`src/rtl/wb_port_arbiter_pkg.sv`:
```
// ============================================================================
// Module  : wb_port_arbiter_pkg
// Brief   : Shared widths, requester indices and priority-mode encodings.
// Revision: 1.0 - initial release
// ============================================================================
`default_nettype none

package wb_port_arbiter_pkg;
    localparam int   c_AW = 5;
    localparam int   c_DW = 32;

    localparam logic c_SRC_ALU = 1'b0;
    localparam logic c_SRC_MEM = 1'b1;

    localparam int   c_PRIO_RR        = 0;
    localparam int   c_PRIO_FIXED_MEM = 1;
endpackage

`default_nettype wire

```
`src/rtl/wb_port_arbiter_req_buffer.sv`:
```
// ============================================================================
// Module  : wb_req_buffer
// Brief   : One-entry valid/ready holding register with clear and flush.
// Revision: 1.0 - initial release
// ============================================================================
`default_nettype none

module wb_req_buffer
    import wb_port_arbiter_pkg::*;
#(
    parameter int AW = c_AW,
    parameter int DW = c_DW
) (
    input  logic          clk,
    input  logic          rst,
    input  logic          i_valid,
    input  logic [AW-1:0] i_addr,
    input  logic [DW-1:0] i_data,
    output logic          o_ready,
    input  logic          i_flush,
    input  logic          i_clear,
    output logic          o_full,
    output logic [AW-1:0] o_addr,
    output logic [DW-1:0] o_data
);
    logic          r_full;
    logic [AW-1:0] r_addr;
    logic [DW-1:0] r_data;
    logic          w_load;

    assign o_ready = !r_full && !i_flush;
    assign w_load  = i_valid && o_ready;

    // A clear only targets a full entry and a load only an empty one.
    always_ff @(posedge clk) begin
        if (rst) begin
            r_full <= 1'b0;
            r_addr <= '0;
            r_data <= '0;
        end else begin
            if (i_flush || i_clear) begin
                r_full <= 1'b0;
            end else if (w_load) begin
                r_full <= 1'b1;
            end
            if (w_load) begin
                r_addr <= i_addr;
                r_data <= i_data;
            end
        end
    end

    assign o_full = r_full;
    assign o_addr = r_addr;
    assign o_data = r_data;
endmodule

`default_nettype wire

```
`src/rtl/wb_port_arbiter.sv`:
```
// ============================================================================
// Module  : wb_port_arbiter
// Brief   : Two-source register-file write-port arbiter with registered port.
// Revision: 1.0 - initial release
// ============================================================================
`default_nettype none

module wb_port_arbiter
    import wb_port_arbiter_pkg::*;
#(
    parameter int AW            = c_AW,
    parameter int DW            = c_DW,
    parameter int PRIORITY_MODE = c_PRIO_RR,
    parameter int ZERO_DISCARD  = 1
) (
    input  logic          clk,
    input  logic          rst,
    input  logic          req0_valid,
    input  logic [AW-1:0] req0_addr,
    input  logic [DW-1:0] req0_data,
    output logic          req0_ready,
    input  logic          req1_valid,
    input  logic [AW-1:0] req1_addr,
    input  logic [DW-1:0] req1_data,
    output logic          req1_ready,
    input  logic          stall,
    input  logic          flush,
    output logic          wr_en,
    output logic [AW-1:0] wr_addr,
    output logic [DW-1:0] wr_data,
    output logic          wr_sel,
    output logic [15:0]   conflict_cnt
);
    logic          w_full0, w_full1;
    logic [AW-1:0] w_addr0, w_addr1;
    logic [DW-1:0] w_data0, w_data1;
    logic          w_go, w_tie, w_gnt, w_gnt_sel, w_gnt_drop;
    logic [AW-1:0] w_gnt_addr;
    logic [DW-1:0] w_gnt_data;

    logic          r_wr_en, r_wr_sel, r_last;
    logic [AW-1:0] r_wr_addr;
    logic [DW-1:0] r_wr_data;
    logic [15:0]   r_cnt;

    wb_req_buffer #(.AW(AW), .DW(DW)) u_buf0 (
        .clk(clk), .rst(rst),
        .i_valid(req0_valid), .i_addr(req0_addr), .i_data(req0_data),
        .o_ready(req0_ready), .i_flush(flush),
        .i_clear(w_gnt && (w_gnt_sel == c_SRC_ALU)),
        .o_full(w_full0), .o_addr(w_addr0), .o_data(w_data0)
    );

    wb_req_buffer #(.AW(AW), .DW(DW)) u_buf1 (
        .clk(clk), .rst(rst),
        .i_valid(req1_valid), .i_addr(req1_addr), .i_data(req1_data),
        .o_ready(req1_ready), .i_flush(flush),
        .i_clear(w_gnt && (w_gnt_sel == c_SRC_MEM)),
        .o_full(w_full1), .o_addr(w_addr1), .o_data(w_data1)
    );

    assign w_go  = !stall && !flush;
    assign w_tie = w_full0 && w_full1 && w_go;

    always_comb begin
        w_gnt     = 1'b0;
        w_gnt_sel = c_SRC_ALU;
        if (w_tie) begin
            w_gnt     = 1'b1;
            w_gnt_sel = (PRIORITY_MODE == c_PRIO_FIXED_MEM) ? c_SRC_MEM : ~r_last;
        end else if (w_go && w_full0) begin
            w_gnt     = 1'b1;
            w_gnt_sel = c_SRC_ALU;
        end else if (w_go && w_full1) begin
            w_gnt     = 1'b1;
            w_gnt_sel = c_SRC_MEM;
        end
    end

    assign w_gnt_addr = (w_gnt_sel == c_SRC_MEM) ? w_addr1 : w_addr0;
    assign w_gnt_data = (w_gnt_sel == c_SRC_MEM) ? w_data1 : w_data0;
    // $zero writes are consumed from the buffer but never strobe the port.
    assign w_gnt_drop = (ZERO_DISCARD != 0) && (w_gnt_addr == '0);

    always_ff @(posedge clk) begin
        if (rst) begin
            r_wr_en   <= 1'b0;
            r_wr_addr <= '0;
            r_wr_data <= '0;
            r_wr_sel  <= 1'b0;
            r_last    <= 1'b1;
            r_cnt     <= '0;
        end else begin
            r_wr_en <= w_gnt && !w_gnt_drop;
            if (w_gnt) begin
                r_wr_addr <= w_gnt_addr;
                r_wr_data <= w_gnt_data;
                r_wr_sel  <= w_gnt_sel;
            end
            if (w_tie && (PRIORITY_MODE == c_PRIO_RR)) begin
                r_last <= w_gnt_sel;
            end
            if (w_tie && (r_cnt != 16'hFFFF)) begin
                r_cnt <= r_cnt + 16'd1;
            end
        end
    end

    assign wr_en        = r_wr_en;
    assign wr_addr      = r_wr_addr;
    assign wr_data      = r_wr_data;
    assign wr_sel       = r_wr_sel;
    assign conflict_cnt = r_cnt;
endmodule

`default_nettype wire
```
`config.mk`:
```
export PLATFORM = sky130hd
export DESIGN_NAME = wb_port_arbiter
export DESIGN_NICKNAME = d
export VERILOG_FILES = /design/src/rtl/wb_port_arbiter_pkg.sv /design/src/rtl/wb_port_arbiter_req_buffer.sv /design/src/rtl/wb_port_arbiter.sv
export SDC_FILE = /design/constraint.sdc
export NUM_CORES = 1
export LEC_CHECK = 0
export ABC_AREA = 1
export CORE_MARGIN = 4
export CORE_UTILIZATION = 55
export DETAILED_ROUTE_END_ITERATION = 8
export DONT_BUFFER_PORTS = 1
export PLACE_DENSITY = 0.67
export SETUP_SLACK_MARGIN = 0.1
export SLEW_MARGIN = 20
export SYNTH_ARGS = -nofsm -noshare
export SYNTH_HDL_FRONTEND = slang
export SYNTH_SLANG_ARGS = --single-unit
```
`constraint.sdc`:
```
create_clock -name clk -period 3.1 [get_ports clk]
set_input_delay 0.31 -clock clk [delete_from_list [all_inputs] [get_ports clk]]
set_output_delay 0.31 -clock clk [all_outputs]
set_load 0.01 [all_outputs]
```
==> reports/metrics.csv, run 1 <==
metric;value;unit
status;finished clean;
cap_viol_max_count;0;
diodes;0;
grt.total_usage;0.2433;
critPathSlowestCell;nand3_2;
core;9284;sq um
timing.final.ws_setup;1008;ps
syn-num-nets;789;
yosysWarnings;0;
timing.rr.start;u_buf1.o_full;
gr-total-overflow;0;
period_needed;2092;ps
ant_nets;0;
dpl_cell_area;5273;sq um
fp.dieW;105.8;microns
cts.sinks;132;
tns;0;ps
final_cell_mix;143 x nor2_1, 132 x dfxtp_1, 123 x nand2_1, 104 x o21ai_0, 56 x dlygate4sd3_1;
crit_chain;nand3_2, inv_1, o21ai_0, o21ai_0, inv_1;
postLayoutCellArea;6446;sq um
clock_skew;11.42;ps
layout-drive-gt1-share;0.07388;
crit_path_end_kind;register;
maxSlewHeadroom;0.3957;
fill_cells;779;
post-route-drc-count;0;
hold_viol;0;
max_slew.worst_pin.slew;905.4;ps
ios;137;
timing.final.crit_share;0.6750;
crit_arrival;2490;ps
path_class;register to register;
required;3500;ps
path_buf_inv;2;
syn-cell-area;5256;sq um
maxSlewViolCount;0;
crit_fanout;34;
area_growth;22.64;%
clk_pin_slew;60;ps
synthCells;708;
clk_path_buf_depth;2;
die_area;11190;sq um
hp-class;input port to register;
die_y;105.8;microns
synth_seq_cells;132;
hpwl;8431;microns
place_inst;800;
crit_path_start;u_buf1.o_full;
port_buffers;0;
drt_iter0_drc;241;
grt_max_degree;84;
wirelength;13490;microns
grt_pass1_vias;4535;
cts_tree;yes;
viasPerCell;5.244;
leakage;0.002437;uW
avgSynthCellArea;7.424;sq um
setup_viol;0;
nets;828;
final_common_cell;nor2_1;
grt_pass1_wl;21720;microns
pwr_density_cell;635.2;nW/um^2
fmax;477.9;MHz
cts_made_buffers;17;
pre_cts_slack;992.2;ps
synth.distinct_cells;29;
root_buffer;clkbuf_8;
peakVddDrop;0.0004003;V
place_congestion;0.8046;
first_pass_iters;4;
max_stage_delay;580;ps
grt_antenna_before_repair;0;
cp_top_family;buffers and inverters;
wl_per_cell;15.20;microns
cts_max_level;4;
cp-start-kind;register;
num_rows;35;
hold_path.startpoint;req0_data[10];
route.vias.total;4651;
fin_cells;887;
initial_utilization;0.5662;
rsz0062_at_grt;false;
clk_latency;500;ps
seq_area_frac_synth;0.5027;
[synthesized netlist by cell type, drive strengths merged]
library cell,count,area (sq um)
inv,51,191.4
a21oi,61,327.8
dfxtp,132,2643
nor3,2,10.01
xnor2,3,26.28
a31oi,11,68.82
nor2,149,599.3
nand3,6,35.03
clkbuf,25,93.84
and2,1,6.260
xor2,4,35.03
o211ai,6,45.04
buf,16,91.33
nand4,4,25.02
nor3b,1,7.510
o21ai,109,560.5
nand2,126,478.0
ha,1,12.51
[per-layer routing]
layer / wire (microns) / share of wire / up-vias / GRT usage
met2: 6496 / 0.48 / 152 / 0.4089
met3: 1002 / 0.074 / 19 / 0.07961
li1: - / - / 2362 / -
met4: 291 / 0.022 / 0 / 0.09436
met1: 5696 / 0.42 / 2118 / 0.2881
met5: 0 / 0 / - / 0
[kinds of logic after synthesis]
| logic type | synth area share |
|---|---|
| simple gates | 0.2209 |
| flops | 0.5027 |
| xor+xnor | 0.01166 |
| compound gates | 0.1907 |
| fa+ha+maj | 0.002380 |
| buf+inv | 0.07165 |
[power by group]
part           switching, uW  internal (uW)
clock                    736           1260
sequential              43.4           1770
combinational            161            115
[cell type report]
type                    instances  area [sq um]  share of cell area
multi-input cells             484          2247              0.3486
well taps                     129         161.4             0.02504
clock inverters                11         150.1             0.02329
flip-flops and latches        132          2643              0.4099
inverters                      51         192.7             0.02989
clock buffers                  19         441.7             0.06852
repair buffers                 61         610.6             0.09472
[flip-flops by register name, summed over array words and instances, names as in the netlist]
name           cells
u_buf1.o_addr      5
conflict_cnt      16
wr_sel             1
u_buf1.o_full      1
wr_data           32
wr_en              1
u_buf0.o_addr      5
u_buf0.o_data     32
r_last             1
u_buf1.o_data     32
wr_addr            5
u_buf0.o_full      1
[worst reg2reg max path: stages (launching register included)]
cell	delay, ps
dfxtp_1	450
nand3_2	580
inv_1	590
o21ai_0	170
o21ai_0	160
inv_1	50
[final timing paths]
kind | end | cells past startpoint | slack, ps
worst max-delay path | wr_addr[4] | 5 | 1010
worst min-delay path | u_buf0.o_data[10] | 2 | 20
worst max register to register | wr_addr[4] | 5 | 1010
worst min register to register | u_buf1.o_data[5] | 2 | 450
[metrics by stage]
stage                     hold WS [ps]  utilization  power (uW)
after CTS                       0.9464       0.6942        4122
final                            16.02       0.6943        4095
after global routing             7.964       0.6943        4245
after detailed placement         380.3       0.5679        2058
after global placement           379.5       0.5679        2047
after floorplan                  424.5            -        2014
[timing repair]
action / 4_1_cts / 5_1_grt
gates resized for setup: 0 / 0
endpoints found under the setup margin: 0 / 0
hold endpoints to repair: 101 / 0
hold buffers: 57 / 0
buffers inserted: 0 / 0
No activity file was read; power rests on OpenSTA's default activity.
==> run 2, diff against run 1 <==
- PLACE_DENSITY: 0.67 -> 0.7
- clock period: 3.1 -> 1.75 ns (I/O delays scaled with it)
==> reports/metrics.csv, run 2 (synthesized netlist as in run 1, its figures left out) <==
metric;value;unit
hold_path.startpoint;rst;
wirelength;14710;microns
crit_fanout;14;
path_class;register to register;
timing.rr.start;conflict_cnt[0];
cts.sinks;132;
ios;137;
wl_per_cell;15.57;microns
clk_latency;510;ps
cts_tree;yes;
grt_antenna_before_repair;0;
gr-total-overflow;0;
die_y;105.8;microns
maxSlewViolCount;0;
leakage;0.002684;uW
die_area;11190;sq um
final_cell_mix;143 x nor2_1, 132 x dfxtp_1, 123 x nand2_1, 103 x o21ai_0, 79 x dlygate4sd3_1;
crit_path_start;conflict_cnt[0];
crit_path_frequent_cell;nor2_4;
ant_nets;0;
grt_pass1_wl;24090;microns
maxSlewHeadroom;0.6664;
critPathSlowestCell;dfxtp_1;
hold_viol;0;
peakVddDrop;0.0009019;V
grt_pass1_vias;5113;
initial_utilization;0.5662;
status;finished clean;
crit_path_end_kind;register;
root_buffer;clkbuf_8;
fp.dieW;105.8;microns
viasPerCell;5.375;
area_growth;31.40;%
port_buffers;0;
hpwl;8898;microns
num_rows;35;
max_stage_delay;310;ps
crit_chain;ha_1, inv_1, nor2_4, nand2_2, nor2_1, nor2_4, nand2_1, a21oi_1;
cts_max_level;4;
cp-start-kind;register;
cts_made_buffers;17;
drt_iter0_drc;260;
core;9284;sq um
fin_cells;945;
setup_viol;0;
grt.total_usage;0.2668;
layout-drive-gt1-share;0.1117;
clk_path_buf_depth;2;
place_congestion;0.8577;
route.vias.total;5079;
timing.final.crit_share;0.8621;
place_inst;829;
first_pass_iters;5;
utilization;0.7439;
crit_arrival;1950;ps
rsz0062_at_grt;true;
nets;883;
required;2190;ps
hp-class;input port to register;
clock_skew;14.30;ps
max_slew.worst_pin.slew;500.4;ps
tns;0;ps
final_common_cell;nor2_1;
period_needed;1509;ps
whs;46.47;ps
cap_viol_max_count;0;
clk_pin_slew;60;ps
pwr_density_cell;1014;nW/um^2
fmax;662.8;MHz
post-route-drc-count;0;
grt_max_degree;60;
## run 2: changes by cell type in the layout (fill, tap and decap cells not counted), moves of 3 or more
| cell | before | now |
|---|---|---|
| inv_6 | 3 | 6 |
| dlygate4sd3_1 | 56 | 79 |
| bufinv_16 | 3 | 0 |
| clkinv_4 | 1 | 4 |
| buf_4 | 4 | 34 |
## run 2: timing repair
item / in CTS / in global routing
gates resized for setup: 0 / 2
endpoints found under the setup margin: 0 / 30
hold buffers: 80 / 0
endpoints found under the hold margin: 123 / 0
buffers inserted: 0 / 3
## run 2: stage by stage
step / cell area (sq um) / power (uW) / setup slack, ps
2_1_floorplan: 5256 / 3568 / 170.8
3_3_place_gp: 5503 / 3646 / 222.9
6_report: 6907 / 7000 / 241.3
4_1_cts: 6865 / 7031 / 160.1
5_1_grt: 6904 / 7255 / 76.03
3_5_place_dp: 5503 / 3665 / 172.5
## run 2: critical path, delay by kind of cell, from the launching register on
family	cells	cell delay, ps
AND/OR/NAND/NOR	5	660
buffers and inverters	1	110
AO/OA/AOI/OAI	1	140
adder cells (fa/ha/maj)	1	210
flip-flops	1	310
## run 2: final timing paths
check                      end  slack [ps]  cells after the start
min reg2reg  u_buf1.o_data[23]         450                      2
max           conflict_cnt[11]         240                      8
max reg2reg   conflict_cnt[11]         240                      8
min                     r_last          50                      3
## run 2: layer usage
| metal | global-route usage | share of wire | wire [microns] | vias to the layer above |
|---|---|---|---|---|
| met5 | 0 | 0 | 0 | - |
| met2 | 0.4727 | 0.50 | 7403 | 185 |
| met4 | 0.1119 | 0.019 | 274 | 0 |
| met3 | 0.07471 | 0.071 | 1046 | 28 |
| li1 | - | - | - | 2473 |
| met1 | 0.2996 | 0.41 | 5989 | 2393 |
## run 2: power breakdown
part           internal, uW  total [uW]  leakage, uW  switching (uW)
registers              3140        3220      0.00108            75.4
logic                   264         574      0.00134             311
clock network          1820        3210     0.000269            1390
## run 2: layout make-up
| type | instances | area, sq um |
|---|---|---|
| flip-flops and latches | 132 | 2643 |
| fillers | 745 | 2377 |
| multi-input cells | 484 | 2247 |
| repair buffers | 116 | 1114 |
| clock buffers | 18 | 427.9 |
| inverters | 51 | 195.2 |
| well taps | 129 | 161.4 |
| clock inverters | 14 | 116.4 |
| diodes | 1 | 2.502 |
==> run 3, diff against run 2 <==
- CORE_MARGIN: 4 -> 2
- CTS_CLUSTER_DIAMETER: default -> 60
- PLACE_DENSITY: 0.7 -> 0.67
- clock period: 1.75 -> 1.5 ns (I/O delays scaled with it)
==> reports/metrics.csv, run 3 (synthesized netlist as in run 1, its figures left out) <==
metric;value;unit
pwr_density_cell;1172;nW/um^2
final_cell_mix;135 x nor2_1, 126 x dfxtp_1, 114 x nand2_1, 86 x o21ai_0, 79 x dlygate4sd3_1;
cts_tree;yes;
clock_skew;10.73;ps
maxSlewHeadroom;0.7931;
ios;137;
crit_end;conflict_cnt[12];
top_layer_used;met4;
area_growth;38.68;%
post-route-drc-count;0;
period_needed;1436;ps
route.met3.wl;970;microns
cts.sinks;132;
utilization;0.7889;
fmax;696.4;MHz
maxSlewViolCount;0;
wl_per_cell;15.98;microns
postLayoutCellArea;7289;sq um
crit_path_start;conflict_cnt[0];
core;9240;sq um
max_slew.worst_pin.slew;310.4;ps
critPathSlowestCell;dfxtp_4;
port_buffers;0;
dpl_cell_area;5562;sq um
die_y;101.8;microns
grt_antenna_before_repair;0;
place_congestion;0.8291;
path_class;register to register;
final_common_cell;nor2_1;
viasPerCell;5.362;
crit_arrival;1870;ps
worstSetupPathDepth;9;
cts_max_level;4;
cp-start-kind;register;
hold_viol;0;
setup_viol;0;
r2r_setup_slack;60;ps
cap_viol_max_count;0;
initial_utilization;0.5689;
crit_chain;ha_4, inv_4, nor2_4, buf_6, buf_6, nand4_1, nand2_1, nand2_1, a21oi_1;
cts_made_buffers;17;
ant_nets;0;
timing.rr.end;conflict_cnt[12];
fill_cells;669;
diodes;0;
route.vias.total;5137;
first_pass_iters;5;
peakVddDrop;0.0008378;V
timing.rr.start;conflict_cnt[0];
wl_met2;7763;microns
leakage;0.002863;uW
clk_path_buf_depth;2;
fp.dieW;101.8;microns
rsz0062_at_grt;true;
rr_worst_depth;9;
status;finished clean;
root_buffer;clkbuf_8;
nets;897;
grt.total_usage;0.2878;
drt_iter0_drc;212;
whs_path_depth;5;
grt_max_degree;76;
path_buf_inv;3;
max_stage_delay;360;ps
wirelength;15310;microns
timing.final.crit_share;0.9574;
hp-class;input port to register;
cp_top_family;simple AND/OR/NAND/NOR gates;
grt_pass1_wl;23340;microns
clk_latency;510;ps
hpwl;8556;microns
gr-total-overflow;0;
layout-drive-gt1-share;0.1641;
required;1940;ps
clk_pin_slew;60;ps
grt_pass1_vias;4993;
crit_fanout;3;
die_area;10360;sq um
crit_path_end_kind;register;
num_rows;35;
whs;40.78;ps
met1_length;6253;microns
## run 3: power by group
part / switching [uW] / internal, uW / total (uW)
Combinational: 380 / 323 / 703
Sequential: 89.9 / 3670 / 3760
Clock: 1670 / 2410 / 4080
Total: 2140 / 6400 / 8540
## run 3: tightest hold or removal path: cells and delay by family
family | cells | cell delay, ps
compound gates | 1 | 80
buf+inv | 1 | 80
simple gates | 3 | 180
## run 3: metal layers
metal  vias up  GRT usage
li1       2505          -
met1      2424     0.3398
met2       179     0.5056
met3        29    0.07246
met4         0     0.1019
met5         -          0
## run 3: stage by stage
stage | total power, uW | setup slack, ps | cells | TNS [ps]
final | 8543 | 63.94 | 958 | 0
after global routing | 8820 | -7.545 | 958 | -11.38
after CTS | 8534 | 97.75 | 954 | 0
after detailed placement | 4277 | -19.32 | 830 | -67.12
after global placement | 4260 | 64.82 | 830 | 0
after floorplan | 4161 | 105.9 | 708 | 0
## run 3: timing repair
item,4_1_cts,5_1_grt
hold endpoints to repair,127,1
pin swaps,3,6
gates cloned,1,1
setup buffers,12,3
gates resized for setup,11,53
hold buffers,79,1
endpoints found under the setup margin,65,103
## run 3: how the worst min path moves through the flow
stage	from	end	slack (ps)
after global placement	rst	conflict_cnt[8]	210
after floorplan	req1_valid	u_buf1.o_full	280
final	stall	r_last	40
after CTS	flush	u_buf1.o_data[0]	20
after detailed placement	rst	conflict_cnt[8]	220
after global routing	stall	r_last	40
## run 3: cell type report
class / instances / area [sq um] / area share
tap: 129 / 161.4 / 0.02214
multi-input combinational: 484 / 2381 / 0.3266
clock buffer: 17 / 414.1 / 0.05681
timing repair buffer: 130 / 1304 / 0.1789
clock inverter: 15 / 171.4 / 0.02352
inverter: 51 / 205.2 / 0.02815
sequential: 132 / 2653 / 0.3639
